### src/rtl/mc_ctrl_pkg.sv
// Shared encodings for the multi-cycle MIPS control sequencer.
// Optional feature macro: MC_CTRL_JUMP_EN (enables the JUMP state for opcode 000010).
package mc_ctrl_pkg;

  typedef enum logic [3:0] {
    S_FETCH  = 4'd0,
    S_DECODE = 4'd1,
    S_MEMADR = 4'd2,
    S_MEMRD  = 4'd3,
    S_MEMWB  = 4'd4,
    S_MEMWR  = 4'd5,
    S_EXEC   = 4'd6,
    S_ALUWB  = 4'd7,
    S_BRANCH = 4'd8,
    S_ADDIEX = 4'd9,
    S_ADDIWB = 4'd10,
    S_JUMP   = 4'd11
  } state_e;

  localparam logic [5:0] OP_RTYPE = 6'b000000;
  localparam logic [5:0] OP_LW    = 6'b100011;
  localparam logic [5:0] OP_SW    = 6'b101011;
  localparam logic [5:0] OP_BEQ   = 6'b000100;
  localparam logic [5:0] OP_ADDI  = 6'b001000;
  localparam logic [5:0] OP_J     = 6'b000010;

  typedef enum logic [1:0] {
    ALU_ADD   = 2'b00,
    ALU_SUB   = 2'b01,
    ALU_FUNCT = 2'b10
  } alu_op_e;

  typedef enum logic [1:0] {
    SRCB_B       = 2'b00,
    SRCB_FOUR    = 2'b01,
    SRCB_IMM     = 2'b10,
    SRCB_IMM_SH2 = 2'b11
  } srcb_e;

  typedef enum logic [1:0] {
    PC_ALU    = 2'b00,
    PC_ALUOUT = 2'b01,
    PC_JUMP   = 2'b10
  } pc_src_e;

  typedef struct packed {
    logic    pc_write;
    logic    iord;
    logic    mem_read;
    logic    mem_write;
    logic    ir_write;
    logic    reg_dst;
    logic    mem_to_reg;
    logic    reg_write;
    logic    alu_src_a;
    srcb_e   alu_src_b;
    alu_op_e alu_op;
    pc_src_e pc_src;
  } ctrl_t;

endpackage

### src/rtl/mc_ctrl_if.sv
// Control bus between the sequencer (master) and the datapath (slave).
interface mc_ctrl_if;
  logic [5:0] opcode;
  logic       zero;
  logic       mem_ready;
  logic       pc_write;
  logic       iord;
  logic       mem_read;
  logic       mem_write;
  logic       ir_write;
  logic       reg_dst;
  logic       mem_to_reg;
  logic       reg_write;
  logic       alu_src_a;
  logic [1:0] alu_src_b;
  logic [1:0] alu_op;
  logic [1:0] pc_src;
  logic [3:0] state;
  logic       illegal;

  modport master (
    input  opcode, zero, mem_ready,
    output pc_write, iord, mem_read, mem_write, ir_write, reg_dst, mem_to_reg,
           reg_write, alu_src_a, alu_src_b, alu_op, pc_src, state, illegal
  );

  modport slave (
    output opcode, zero, mem_ready,
    input  pc_write, iord, mem_read, mem_write, ir_write, reg_dst, mem_to_reg,
           reg_write, alu_src_a, alu_src_b, alu_op, pc_src, state, illegal
  );
endinterface

### src/rtl/mc_ctrl_outdec.sv
// Combinational state-to-control decoder; write/request strobes are gated off during reset.
// Optional feature macro: MC_CTRL_JUMP_EN.
module mc_ctrl_outdec
  import mc_ctrl_pkg::*;
(
  input  state_e i_state,
  input  logic   i_rst_n,
  input  logic   i_mem_ready,
  input  logic   i_zero,
  output ctrl_t  o_ctrl
);

  ctrl_t w_c;

  always_comb begin
    w_c = '0;
    case (i_state)
      S_FETCH: begin
        w_c.mem_read  = 1'b1;
        w_c.alu_src_b = SRCB_FOUR;
        w_c.ir_write  = i_mem_ready;
        w_c.pc_write  = i_mem_ready;
      end
      S_DECODE: w_c.alu_src_b = SRCB_IMM_SH2;
      S_MEMADR: begin
        w_c.alu_src_a = 1'b1;
        w_c.alu_src_b = SRCB_IMM;
      end
      S_MEMRD: begin
        w_c.mem_read = 1'b1;
        w_c.iord     = 1'b1;
      end
      S_MEMWB: begin
        w_c.reg_write  = 1'b1;
        w_c.mem_to_reg = 1'b1;
      end
      S_MEMWR: begin
        w_c.mem_write = 1'b1;
        w_c.iord      = 1'b1;
      end
      S_EXEC: begin
        w_c.alu_src_a = 1'b1;
        w_c.alu_op    = ALU_FUNCT;
      end
      S_ALUWB: begin
        w_c.reg_write = 1'b1;
        w_c.reg_dst   = 1'b1;
      end
      S_BRANCH: begin
        w_c.alu_src_a = 1'b1;
        w_c.alu_op    = ALU_SUB;
        w_c.pc_src    = PC_ALUOUT;
        w_c.pc_write  = i_zero;
      end
      S_ADDIEX: begin
        w_c.alu_src_a = 1'b1;
        w_c.alu_src_b = SRCB_IMM;
      end
      S_ADDIWB: w_c.reg_write = 1'b1;
`ifdef MC_CTRL_JUMP_EN
      S_JUMP: begin
        w_c.pc_src   = PC_JUMP;
        w_c.pc_write = 1'b1;
      end
`endif
      default: w_c = '0;
    endcase
    // Reset already holds state at FETCH; only the strobes need masking here.
    if (!i_rst_n) begin
      w_c.pc_write  = 1'b0;
      w_c.ir_write  = 1'b0;
      w_c.mem_read  = 1'b0;
      w_c.mem_write = 1'b0;
      w_c.reg_write = 1'b0;
    end
  end

  assign o_ctrl = w_c;

endmodule

### src/rtl/mc_ctrl_fsm.sv
// Multi-cycle MIPS control sequencer: state register, next-state logic, sticky illegal flag.
// Optional feature macro: MC_CTRL_JUMP_EN (opcode 000010 -> JUMP; otherwise it is illegal).
module mc_ctrl_fsm
  import mc_ctrl_pkg::*;
(
  input  logic       clk,
  input  logic       rst_n,
  mc_ctrl_if.master  bus
);

  state_e r_state;
  state_e w_next;
  logic   r_illegal;
  logic   w_illegal_set;
  ctrl_t  w_ctrl;

  always_ff @(posedge clk or negedge rst_n) begin
    if (!rst_n) begin
      r_state   <= S_FETCH;
      r_illegal <= 1'b0;
    end else begin
      r_state <= w_next;
      if (w_illegal_set) r_illegal <= 1'b1;
    end
  end

  always_comb begin
    w_next        = S_FETCH;
    w_illegal_set = 1'b0;
    case (r_state)
      S_FETCH:  w_next = bus.mem_ready ? S_DECODE : S_FETCH;
      S_DECODE: begin
        case (bus.opcode)
          OP_LW, OP_SW: w_next = S_MEMADR;
          OP_RTYPE:     w_next = S_EXEC;
          OP_BEQ:       w_next = S_BRANCH;
          OP_ADDI:      w_next = S_ADDIEX;
`ifdef MC_CTRL_JUMP_EN
          OP_J:         w_next = S_JUMP;
`endif
          default: begin
            w_next        = S_FETCH;
            w_illegal_set = 1'b1;
          end
        endcase
      end
      // The IR still holds the lw/sw opcode here, so it picks the access direction.
      S_MEMADR: w_next = (bus.opcode == OP_LW) ? S_MEMRD : S_MEMWR;
      S_MEMRD:  w_next = bus.mem_ready ? S_MEMWB : S_MEMRD;
      S_MEMWR:  w_next = bus.mem_ready ? S_FETCH : S_MEMWR;
      S_EXEC:   w_next = S_ALUWB;
      S_ADDIEX: w_next = S_ADDIWB;
      default:  w_next = S_FETCH;
    endcase
  end

  mc_ctrl_outdec u_outdec (
    .i_state     (r_state),
    .i_rst_n     (rst_n),
    .i_mem_ready (bus.mem_ready),
    .i_zero      (bus.zero),
    .o_ctrl      (w_ctrl)
  );

  assign bus.pc_write   = w_ctrl.pc_write;
  assign bus.iord       = w_ctrl.iord;
  assign bus.mem_read   = w_ctrl.mem_read;
  assign bus.mem_write  = w_ctrl.mem_write;
  assign bus.ir_write   = w_ctrl.ir_write;
  assign bus.reg_dst    = w_ctrl.reg_dst;
  assign bus.mem_to_reg = w_ctrl.mem_to_reg;
  assign bus.reg_write  = w_ctrl.reg_write;
  assign bus.alu_src_a  = w_ctrl.alu_src_a;
  assign bus.alu_src_b  = w_ctrl.alu_src_b;
  assign bus.alu_op     = w_ctrl.alu_op;
  assign bus.pc_src     = w_ctrl.pc_src;
  assign bus.state      = r_state;
  assign bus.illegal    = r_illegal;

endmodule

### src/flat_wrapper.sv
// flat-port wrapper written by rule: the top's interface ports become plain ports
module mc_ctrl_fsm_flat import mc_ctrl_pkg::*;
  (clk, rst_n, bus_opcode, bus_zero, bus_mem_ready, bus_pc_write, bus_iord, bus_mem_read, bus_mem_write, bus_ir_write, bus_reg_dst, bus_mem_to_reg, bus_reg_write, bus_alu_src_a, bus_alu_src_b, bus_alu_op, bus_pc_src, bus_state, bus_illegal);
  mc_ctrl_if bus_i ();
  input  logic clk;
  input  logic rst_n;
  input wire logic [$bits(bus_i.opcode)-1:0] bus_opcode;
  input wire logic [$bits(bus_i.zero)-1:0] bus_zero;
  input wire logic [$bits(bus_i.mem_ready)-1:0] bus_mem_ready;
  output wire logic [$bits(bus_i.pc_write)-1:0] bus_pc_write;
  output wire logic [$bits(bus_i.iord)-1:0] bus_iord;
  output wire logic [$bits(bus_i.mem_read)-1:0] bus_mem_read;
  output wire logic [$bits(bus_i.mem_write)-1:0] bus_mem_write;
  output wire logic [$bits(bus_i.ir_write)-1:0] bus_ir_write;
  output wire logic [$bits(bus_i.reg_dst)-1:0] bus_reg_dst;
  output wire logic [$bits(bus_i.mem_to_reg)-1:0] bus_mem_to_reg;
  output wire logic [$bits(bus_i.reg_write)-1:0] bus_reg_write;
  output wire logic [$bits(bus_i.alu_src_a)-1:0] bus_alu_src_a;
  output wire logic [$bits(bus_i.alu_src_b)-1:0] bus_alu_src_b;
  output wire logic [$bits(bus_i.alu_op)-1:0] bus_alu_op;
  output wire logic [$bits(bus_i.pc_src)-1:0] bus_pc_src;
  output wire logic [$bits(bus_i.state)-1:0] bus_state;
  output wire logic [$bits(bus_i.illegal)-1:0] bus_illegal;
  assign bus_i.opcode = bus_opcode;
  assign bus_i.zero = bus_zero;
  assign bus_i.mem_ready = bus_mem_ready;
  assign bus_pc_write = bus_i.pc_write;
  assign bus_iord = bus_i.iord;
  assign bus_mem_read = bus_i.mem_read;
  assign bus_mem_write = bus_i.mem_write;
  assign bus_ir_write = bus_i.ir_write;
  assign bus_reg_dst = bus_i.reg_dst;
  assign bus_mem_to_reg = bus_i.mem_to_reg;
  assign bus_reg_write = bus_i.reg_write;
  assign bus_alu_src_a = bus_i.alu_src_a;
  assign bus_alu_src_b = bus_i.alu_src_b;
  assign bus_alu_op = bus_i.alu_op;
  assign bus_pc_src = bus_i.pc_src;
  assign bus_state = bus_i.state;
  assign bus_illegal = bus_i.illegal;
  mc_ctrl_fsm u_core (.clk(clk), .rst_n(rst_n), .bus(bus_i));
endmodule
### config.mk
export PLATFORM = sky130hd
export DESIGN_NAME = mc_ctrl_fsm_flat
export DESIGN_NICKNAME = d
export VERILOG_FILES = /design/src/rtl/mc_ctrl_pkg.sv /design/src/rtl/mc_ctrl_if.sv /design/src/rtl/mc_ctrl_outdec.sv /design/src/rtl/mc_ctrl_fsm.sv /design/src/flat_wrapper.sv
export SDC_FILE = /design/constraint.sdc
export NUM_CORES = 1
export LEC_CHECK = 0
export BUFFER_PORTS_ARGS = -buffer_cell sky130_fd_sc_hd__buf_2
export CAP_MARGIN = 20
export CORE_MARGIN = 3
export CORE_UTILIZATION = 42
export DETAILED_ROUTE_END_ITERATION = 10
export PLACE_DENSITY = 0.76
export SLEW_MARGIN = 20
export SYNTH_ARGS = -nofsm -noshare
export SYNTH_HDL_FRONTEND = slang
export SYNTH_SLANG_ARGS = --single-unit
### constraint.sdc
create_clock -name clk -period 1.4 [get_ports clk]
set_input_delay 0.14 -clock clk [delete_from_list [all_inputs] [get_ports clk]]
set_output_delay 0.14 -clock clk [all_outputs]
set_load 0.005 [all_outputs]
==> results.tsv, run 1 <==
stage	metric	value	unit
layout	final_util	0.803	
floorplan	coreArea	1160	um^2
grt	grt_max_degree	13	
layout	fin_nets	128	
floorplan	num_rows	12	
layout	finalNonFillerCells	131	
grt	grt_overflow	0	
synthesis	netlist_instances	73	
run_status	violations	setup timing	
detailed_routing	wl_per_cell	14.7	um
placed_design	gp_congestion	0.853	
sta	rsz0062_at_grt	yes	
power_and_ir_drop	ir_worst_vdd	594	uV
critical_path	critPathLaunch	u_core.bus.state[2]	
detailed_routing	vias	777	
synthesis	avgSynthCellArea	7.47	um^2
floorplan	design.die.area	1770	um^2
synthesis	synth.distinct_cells	36	
layout	num_antenna_cells	0	
critical_path	critPathCaptureType	primary output	
synthesis	ys_ff_latch	5	
grt	track_usage	0.189	
detailed_routing	vias_per_cell	5.93	
flow_run	maxCapViolations	0	
critical_path	crit_path_cell_trace	buf_6, nor3b_4, o21ai_1, a21boi_1, buf_2	
layout	final_cell_mix	buf_2 (28), buf_4 (10), buf_6 (6)	
cts	cts.sinks	5	
sta	finalCritPeriodShare	1.08	
cts	clk_path_buf_depth	2	
critical_path	cp_slowest_cell	dfrtp_2	
critical_path	r2r_end	u_core.bus.state[2]	
synthesis	seq_area_frac_synth	0.229	
floorplan	pin_count	30	
grt	grt_pass1_vias	663	
synthesis	synth-edff-count	0	
grt	antenna_found_initial	0	
cts	cts_tree	done	
floorplan	start_util	0.472	
critical_path	r2r_cells	4	
placed_design	portBuffers	28	
sta	fmax	660	MHz
layout	final_common_cell	buf_2	
layout	layout-drive-gt1-share	0.556	
detailed_routing	drt_wl_total	1930	um
critical_path	cp_data_arrival_time	1.37	ns
critical_path	start_kind	flop	
synthesis	yosysWarnings	0	
floorplan	die_h	42.0	um
placed_design	postPlaceCellArea	754	um^2
floorplan	die_width	42.0	um
sta	maxSlewViolCount	0	
placed_design	dp.cells	120	
placed_design	place_ws	0.0171	ns
critical_path	rr_startpoint	u_core.bus.state[1]	
critical_path	criticalPathCategory	flop to primary output	
cts	clock-root-buffer	clkbuf_4	
sta	setup_ws	-0.115	ns
critical_path	crit_required	1.26	ns
synthesis	synth_area	546	um^2
synthesis	synth_nets	83	
critical_path	r2r_setup_slack	0.02	ns
sta	whs	0.213	ns
layout	area_growth	70.2	%
sta	setup_viol	8	
power_and_ir_drop	power_density	633	nW/um^2
critical_path	max_stage_delay	0.43	ns
detailed_routing	first_pass_iters	4	
critical_path	crit_fanout	5	
layout	design_area	928	um^2
sta	finalCriticalPeriod	1.51	ns
cts	numCtsBuffers	3	
detailed_routing	first_iter_violations	19	
detailed_routing	antenna_left	0	
sta	hold_viol	0	
synthesis	synthArstFlopShare	1.00	
cts	insertion_delay	0.25	ns
critical_path	crit_path_end	bus_reg_write	
detailed_routing	drc	0	
run_status	status	complete, but fails checks	
min_path	hold_path.class	primary input to flop	
grt	grt_pass1_wl	2660	um
placed_design	detailed_place_hpwl	1240	um
cts	cts.clk_slew.worst_paths	0.05	ns
synthesis	synth-main-ff-cell	dfrtp_1	
power_and_ir_drop	leakage	0.458	nW
sta	skew	0.000731	ns
cts	ctsHtreeMaxLevel	1	
synth_stat cells (2+ instances only):
cell type  n  area (um^2)
o21ai_0    4         20.0
and3_1     2         12.5
nor2b_1    5         31.3
nor3b_1    3         22.5
inv_1      4         15.0
a21oi_1    2         10.0
nor3_1     6         30.0
xnor2_1    2         17.5
dfrtp_1    5          125
nor2_1     6         22.5
nand2_1    5         18.8
or3_4      2         22.5
clkbuf_1   3         11.3
nand2b_1   2         12.5
worst max-delay path, delay by kind of cell, from the launching register on:
kind	cells	cell delay, ns
flip-flops	1	0.43
AND/OR/NAND/NOR	1	0.22
buffers and inverters	2	0.26
AO/OA/AOI/OAI	2	0.22
metal layers:
layer	wire [um]	GRT usage
met4	137	0.112
met3	153	0.0258
met2	920	0.327
met1	719	0.218
met5	0	0
repair_timing:
item / 4_1_cts / 5_1_grt
resized for setup: 9 / 18
hold buffers: 1 / 0
setup buffers: 2 / 5
endpoints found under the setup margin: 6 / 14
pin swaps: 2 / 7
endpoints found under the hold margin: 5 / 0
flip-flops by register name (all words and copies together) (netlist names):
| register | cells |
|---|---|
| u_core.bus.state | 4 |
| u_core.bus.illegal | 1 |
final cells by class:
| type | instances | area (um^2) |
|---|---|---|
| fill | 82 | 228 |
| timing repair buffer | 45 | 293 |
| sequential | 5 | 128 |
| inverter | 4 | 20.0 |
| tap | 14 | 17.5 |
| multi-input combinational | 59 | 444 |
| clock buffer | 4 | 26.3 |
metrics by stage:
stage	total power [W]	TNS, ns
2_1_floorplan	0.000259	0
3_3_place_gp	0.000347	0
3_5_place_dp	0.000353	0
4_1_cts	0.000541	-0.256
5_1_grt	0.000614	-1.16
6_report	0.000588	-0.484
worst min path at each step:
| stage | slack, ns | depth (start not counted) | end | start |
|---|---|---|---|---|
| floorplan | -0.16 | 0 | u_core.bus.illegal | rst_n |
| global placement | -0.02 | 1 | u_core.bus.state[2] | rst_n |
| detailed placement | -0.02 | 1 | u_core.bus.state[2] | rst_n |
| CTS | 0.22 | 2 | u_core.bus.state[2] | bus_opcode[3] |
| global route | 0.22 | 2 | u_core.bus.state[2] | bus_opcode[3] |
| finish | 0.21 | 2 | u_core.bus.state[2] | bus_opcode[3] |
power by group:
| group | internal [W] | switching (W) | leakage [nW] |
|---|---|---|---|
| Sequential | 0.000152 | 0.00000926 | 0.0596 |
| Combinational | 0.000116 | 0.000126 | 0.383 |
| Clock | 0.000109 | 0.0000747 | 0.0150 |
| Total | 0.000378 | 0.000210 | 0.458 |
kinds of logic after synthesis:
kind of cell    count (synthesis)  share of synthesized area
mux                             1                     0.0183
other cells                     1                    0.00687
simple gates                   39                      0.424
compound gates                 16                      0.218
flops                           5                      0.229
buf+inv                         9                     0.0711
xor+xnor                        2                     0.0321
No activity file was read; power rests on OpenSTA's default activity.
==> inputs of run 2 (changes only) <==
Settings changed: ABC_AREA set to 1, CORE_UTILIZATION 42 to 43, PLACE_DENSITY 0.76 to 0.77.
==> run 2 against run 1 <==
  * First-iteration DRC count shrank 5.3%
  * Die area increased by 0.88%
  * Cell area decreased by 12%
  * Sequential power is 10% higher
  * Area after synthesis rose by 3.4%
  * The run still ends with setup timing left
  * Via count fell by 8.1%
  * Synthesized cell count up 41%
  * Utilization is 10 points lower
  * Highest routed layer unchanged
==> results.tsv, run 2 <==
stage	metric	value	unit	change
run_status	status	complete, but fails checks		
run_status	violations	setup timing		
power_and_ir_drop	leakage	0.553	nW	+21%
layout	n_fill_cell	123		+50%
synthesis	synth_area	564	um^2	+3.4%
critical_path	critPathLaunch	u_core.bus.state[1]		
critical_path	crit_fanout	6		+1
layout	area_growth	45.2	%	
floorplan	die_width	42.2	um	+0.44%
detailed_routing	antenna_left	0		unchanged
detailed_routing	vias	714		-8.1%
layout	num_antenna_cells	0		unchanged
synthesis	yosysMostFrequentCell	nand2_1		
critical_path	crit_path_cell_trace	nor2_4, inv_2, nor2_4, nand2_2, a21oi_2, buf_2		
min_path	hold_path.class	primary input to flop		
layout	layout-drive-gt1-share	0.439		-0.117
grt	grt_pass1_wl	2480	um	-6.7%
critical_path	cp_slowest_cell	dfrtp_2		
synthesis	seq_area_frac_synth	0.222		-0.00763
cts	clk_path_buf_depth	2		unchanged
critical_path	crit_top_cell	nor2_4		
layout	seq_area	130	um^2	+2.0%
sta	setup_ws	-0.0539	ns	+0.0610 ns
cts	clock-root-buffer	clkbuf_4		
power_and_ir_drop	power	0.000582	W	-1.0%
floorplan	start_util	0.482		+0.00998
sta	maxSlewViolCount	0		unchanged
sta	setup_viol	3		-5
critical_path	cp.depth	6		+1
critical_path	crit_required	1.26	ns	about the same
layout	multiInputGateArea	370	um^2	-17%
grt	grt_max_degree	7		-6
synthesis	ys_ff_latch	5		unchanged
synthesis	yosys-top-cells-area	dfrtp_1 (22%), nand2_1 (21%), inv_1 (11%), nand3_1 (11%), nor2_1 (11%)		
critical_path	rr_startpoint	u_core.bus.state[1]		
critical_path	cp_data_arrival_time	1.31	ns	-0.06 ns
flow_run	maxCapViolations	0		unchanged
synthesis	synth.distinct_cells	16		-56%
floorplan	design.die.area	1780	um^2	+0.88%
synthesis	synth_top_area_share	0.222		-0.00763
layout	largest_reg_flops	4		unchanged
critical_path	start_kind	flop		
sta	finalCritPeriodShare	1.04		-0.0435
detailed_routing	vias_per_cell	4.67		-21%
synthesis	synthArstFlopShare	1.00		unchanged
layout	final_util	0.700		-0.103
grt	track_usage	0.176		-0.0127
synthesis	avgSynthCellArea	5.48	um^2	-27%
placed_design	portBuffers	28		unchanged
detailed_routing	first_pass_iters	4		unchanged
synthesis	yosysWarnings	0		unchanged
synthesis	netlist_instances	103		+41%
detailed_routing	first_iter_violations	18		-1
critical_path	criticalPathCategory	flop to primary output		
placed_design	detailed_place_hpwl	1220	um	-1.7%
detailed_routing	wl_per_cell	10.1	um	-32%
critical_path	r2r_cells	7		+3
synthesis	netlist_top_cells_count	nand2_1 (32), inv_1 (17), nor2_1 (16), nand3_1 (12), inv_2 (6)		
min_path	whs_path_depth	4		+2
critical_path	r2r_setup_slack	0.14	ns	+0.12 ns
sta	fmax	688	MHz	+4.2%
cts	cts.clk_slew.worst_paths	0.04	ns	about the same
critical_path	critPathTopFamily	flip-flops		
synthesis	synth_area_leader_cell	dfrtp_1		
floorplan	die_h	42.2	um	+0.44%
cts	ctsHtreeMaxLevel	1		unchanged
power_and_ir_drop	power_density	710	nW/um^2	+12%
cts	insertion_delay	0.24	ns	about the same
detailed_routing	drt_wl_total	1540	um	-20%
synthesis	synth-main-ff-cell	dfrtp_1		
critical_path	max_stage_delay	0.48	ns	+0.05 ns
placed_design	gp_congestion	0.767		-10%
grt	grt_pass1_vias	638		-3.8%
floorplan	pin_count	30		unchanged
grt	antenna_found_initial	0		unchanged
critical_path	r2r_end	u_core.bus.state[0]		
synthesis	synth-edff-count	0		unchanged
floorplan	coreArea	1170	um^2	+1.3%
cts	cts_tree	done		
layout	finalNonFillerCells	153		+17%
layout	fin_nets	150		+17%
sta	rsz0062_at_grt	yes		
sta	hold_viol	0		unchanged
placed_design	dp.cells	144		+20%
floorplan	num_rows	12		unchanged
sta	skew	0.00302	ns	+0.00229 ns
cts	numCtsBuffers	3		unchanged
grt	grt_overflow	0		unchanged
cts	cts.sinks	5		unchanged
critical_path	path_buf_inv	2		unchanged
layout	final_cell_mix	nand2_1 (28), buf_2 (28), nor2_1 (16)		
detailed_routing	drc	0		unchanged
critical_path	crit_path_end	bus_pc_write		
synthesis	synth_nets	113		+36%
power_and_ir_drop	ir_worst_vdd	506	uV	-15%
critical_path	critPathCaptureType	primary output		
sta	finalCriticalPeriod	1.45	ns	-0.0610 ns
-- run 2: worst min-delay path by stage --
stage,from,end
after floorplan,rst_n,u_core.bus.illegal
after global placement,rst_n,u_core.bus.state[1]
after detailed placement,rst_n,u_core.bus.state[1]
after CTS,bus_opcode[2],u_core.bus.state[0]
after global routing,bus_opcode[2],u_core.bus.state[0]
final,bus_opcode[2],u_core.bus.state[0]
-- run 2: cell families after synthesis --
logic type,after synthesis,synth area share
simple gates,69,0.554
buf+inv,25,0.175
other cells,1,0.00665
flops,5,0.222
compound gates,3,0.0421
-- run 2: where the power goes --
part,internal [W],switching (W)
Combinational,0.0000999,0.000134
Clock,0.000108,0.0000615
Sequential,0.000156,0.0000225
-- run 2: per-layer routing --
| metal | vias up | global-route usage | wire length [um] |
|---|---|---|---|
| li1 | 375 | - | - |
| met4 | 0 | 0.0745 | 10 |
| met1 | 309 | 0.198 | 608 |
| met2 | 26 | 0.319 | 832 |
| met3 | 4 | 0.0300 | 88 |
| met5 | - | 0 | 0 |
-- run 2: stage by stage --
stage | setup WS (ns) | hold slack, ns | TNS (ns) | instance area (um^2)
after floorplan | 0.260 | -0.156 | 0 | 564
after global placement | 0.150 | -0.0274 | 0 | 714
after detailed placement | 0.121 | -0.0219 | 0 | 714
after CTS | -0.0418 | 0.216 | -0.0549 | 791
after global routing | -0.127 | 0.244 | -0.667 | 820
final | -0.0539 | 0.220 | -0.0692 | 820
-- run 2: cell type report --
class	instances	area share
Multi-Input combinational cell	73	0.452
Tap cell	14	0.0214
Clock buffer	4	0.0321
Inverter	24	0.116
Sequential cell	5	0.159
Timing Repair Buffer	33	0.220
-- run 2: what timing repair did --
| action | in CTS | in global routing |
|---|---|---|
| setup endpoints to repair | 6 | 9 |
| resized for setup | 11 | 5 |
| setup buffers | 2 | 2 |
| endpoints found under the hold margin | 5 | 0 |
| pin swaps | 3 | 7 |
| hold buffers | 1 | 0 |
-- run 2: worst register-to-register path, delay by kind of cell, from the launching register on --
| family | cells | cell delay, ns |
|---|---|---|
| buffers and inverters | 2 | 0.16 |
| DFF | 1 | 0.48 |
| and+or+nand+nor | 5 | 0.50 |
==> inputs of run 3 (changes only) <==
Settings changed: PLACE_DENSITY 0.77 to not set, PLACE_DENSITY_LB_ADDON set to 0.25.
==> run 3 against run 2 <==
  * The run still ends with setup timing left
  * Critical path depth did not move
  * Cell count shrank 1.3%
  * Largest cell class unchanged
  * Worst hold slack better by 0.0060 ns
  * Worst setup slack gained 0.0071 ns
  * Routed wire length down 0.26%
  * Cell area down 1.2%
  * Die area unchanged
  * Count of clock-buffer cells in the layout unchanged
  * Critical endpoint unchanged
  * Power is 2.6% lower
  * Clock power down 3%
==> results.tsv, run 3 (synthesized netlist as in run 2, its figures left out) <==
stage	metric	value	unit	change
run_status	status	complete, but fails checks		
run_status	violations	setup timing		
power_and_ir_drop	ir_worst_vdd	635	uV	+25%
layout	final_util	0.691		-0.00855
critical_path	crit_required	1.26	ns	about the same
critical_path	critPathTopFamily	flip-flops		
layout	num_antenna_cells	0		unchanged
floorplan	num_rows	12		unchanged
critical_path	path_buf_inv	2		unchanged
floorplan	die_width	42.2	um	unchanged
cts	numCtsBuffers	3		unchanged
critical_path	criticalPathCategory	flop to primary output		
power_and_ir_drop	power	0.000567	W	-2.6%
detailed_routing	antenna_left	0		unchanged
detailed_routing	vias	712		-0.28%
critical_path	start_kind	flop		
sta	hold_viol	0		unchanged
sta	whs	0.226	ns	+0.00598 ns
sta	skew	0.00641	ns	+0.00339 ns
layout	largest_reg_flops	4		unchanged
grt	grt_max_degree	7		unchanged
critical_path	critPathCaptureType	primary output		
floorplan	die_h	42.2	um	unchanged
sta	setup_ws	-0.0468	ns	+0.00711 ns
cts	cts.clk_slew.worst_paths	0.04	ns	about the same
flow_run	maxCapViolations	0		unchanged
sta	fmax	691	MHz	+0.49%
critical_path	crit_top_cell	nor2_4		
critical_path	crit_fanout	6		unchanged
cts	ctsHtreeMaxLevel	1		unchanged
power_and_ir_drop	leakage	0.539	nW	-2.6%
layout	final_common_cell	buf_2		
detailed_routing	drc	0		unchanged
grt	grt_pass1_vias	650		+1.9%
floorplan	start_util	0.482		unchanged
layout	design_area	810	um^2	-1.2%
detailed_routing	vias_per_cell	4.72		+1.0%
grt	gr-usage-met1	0.191		-0.00773
grt	grt_busiest_layer	met2		
cts	clk_path_buf_depth	2		unchanged
grt	met3_usage	0.0129		-0.0172
critical_path	crit_path_cell_trace	nor2_4, inv_2, nor2_4, nand2_2, a21oi_2, buf_2		
sta	rsz0062_at_grt	yes		
layout	fin_nets	148		-1.3%
grt	grt_overflow	0		unchanged
critical_path	max_stage_delay	0.47	ns	about the same
sta	finalCriticalPeriod	1.45	ns	-0.00711 ns
cts	insertion_delay	0.24	ns	about the same
detailed_routing	first_iter_violations	14		-4
sta	finalCritPeriodShare	1.03		-0.00508
placed_design	gp_congestion	0.818		+6.6%
layout	n_fill_cell	124		+0.81%
cts	cts_tree	done		
cts	clock-root-buffer	clkbuf_4		
grt	track_usage	0.168		-0.00789
min_path	hold_path.class	primary input to flop		
placed_design	postPlaceCellArea	714	um^2	unchanged
detailed_routing	wl_per_cell	10.2	um	+1.1%
detailed_routing	drt_wl_total	1540	um	-0.26%
floorplan	design.die.area	1780	um^2	unchanged
cts	cts.sinks	5		unchanged
floorplan	pin_count	30		unchanged
layout	area_growth	43.5	%	
grt	use_met2	0.331		+0.0122
critical_path	cp_data_arrival_time	1.31	ns	about the same
sta	maxSlewViolCount	0		unchanged
sta	setup_viol	4		+1
detailed_routing	first_pass_iters	4		unchanged
grt	grt_pass1_wl	2420	um	-2.8%
layout	layout-drive-gt1-share	0.453		+0.0137
placed_design	portBuffers	28		unchanged
placed_design	place_ws	0.0852	ns	-0.0355 ns
placed_design	detailed_place_hpwl	1150	um	-5.4%
power_and_ir_drop	power_density	700	nW/um^2	-1.4%
grt	antenna_found_initial	0		unchanged
layout	final_cell_mix	buf_2 (28), nand2_1 (27), inv_1 (15), nor2_1 (15), nand3_1 (12)		
critical_path	cp_slowest_cell	dfrtp_2		
floorplan	coreArea	1170	um^2	unchanged
run 3: path summary, 6_finish.rpt:
path / startpoint / end / slack (ns) / cells past startpoint
min in group asynchronous: rst_n / u_core.bus.state[2] / 0.33 / 2
worst min-delay path: bus_opcode[2] / u_core.bus.state[0] / 0.23 / 4
worst max register to register: u_core.bus.state[1] / u_core.bus.state[0] / 0.22 / 6
worst max-delay path: u_core.bus.state[1] / bus_pc_write / -0.05 / 6
max in group asynchronous: rst_n / u_core.bus.state[0] / 0.84 / 2
worst min register to register: u_core.bus.illegal / u_core.bus.illegal / 0.47 / 2
run 3: cell type report:
| type | instances | area (um^2) | share of cell area |
|---|---|---|---|
| Sequential cell | 5 | 130 | 0.161 |
| Tap cell | 14 | 17.5 | 0.0216 |
| Inverter | 24 | 91.3 | 0.113 |
| Multi-Input combinational cell | 73 | 375 | 0.464 |
| Clock buffer | 4 | 26.3 | 0.0325 |
| Timing Repair Buffer | 31 | 169 | 0.209 |
run 3: timing repair:
item,4_1_cts,5_1_grt
hold endpoints to repair,5,0
setup endpoints to repair,6,9
setup buffers,1,1
hold buffers,1,0
pin swaps,3,6
gates resized for setup,4,13
run 3: metal layers:
metal	wire (um)	vias up
li1	-	375
met1	630	314
met2	826	23
met3	78	0
met4	0	0
met5	0	-
run 3: power breakdown:
part	total (W)	leakage [nW]	switching, W	internal, W
Clock	0.000164	0.0150	0.0000568	0.000108
Combinational	0.000225	0.467	0.000133	0.0000923
Sequential	0.000177	0.0567	0.0000206	0.000156
run 3: through the flow:
step,cells,setup TNS (ns)
after global placement,144,0
after floorplan,103,0
after detailed placement,144,0
after global routing,151,-0.640
after CTS,150,-0.0843
final,151,-0.0767
run 3: worst reg2reg max path, stage by stage, from the launching register on:
cell      delay (ns)
dfrtp_2         0.47
nand2_2         0.12
clkinv_2        0.08
nand3_1         0.09
nand2_1         0.06
nor2_1          0.15
nand2_1         0.08
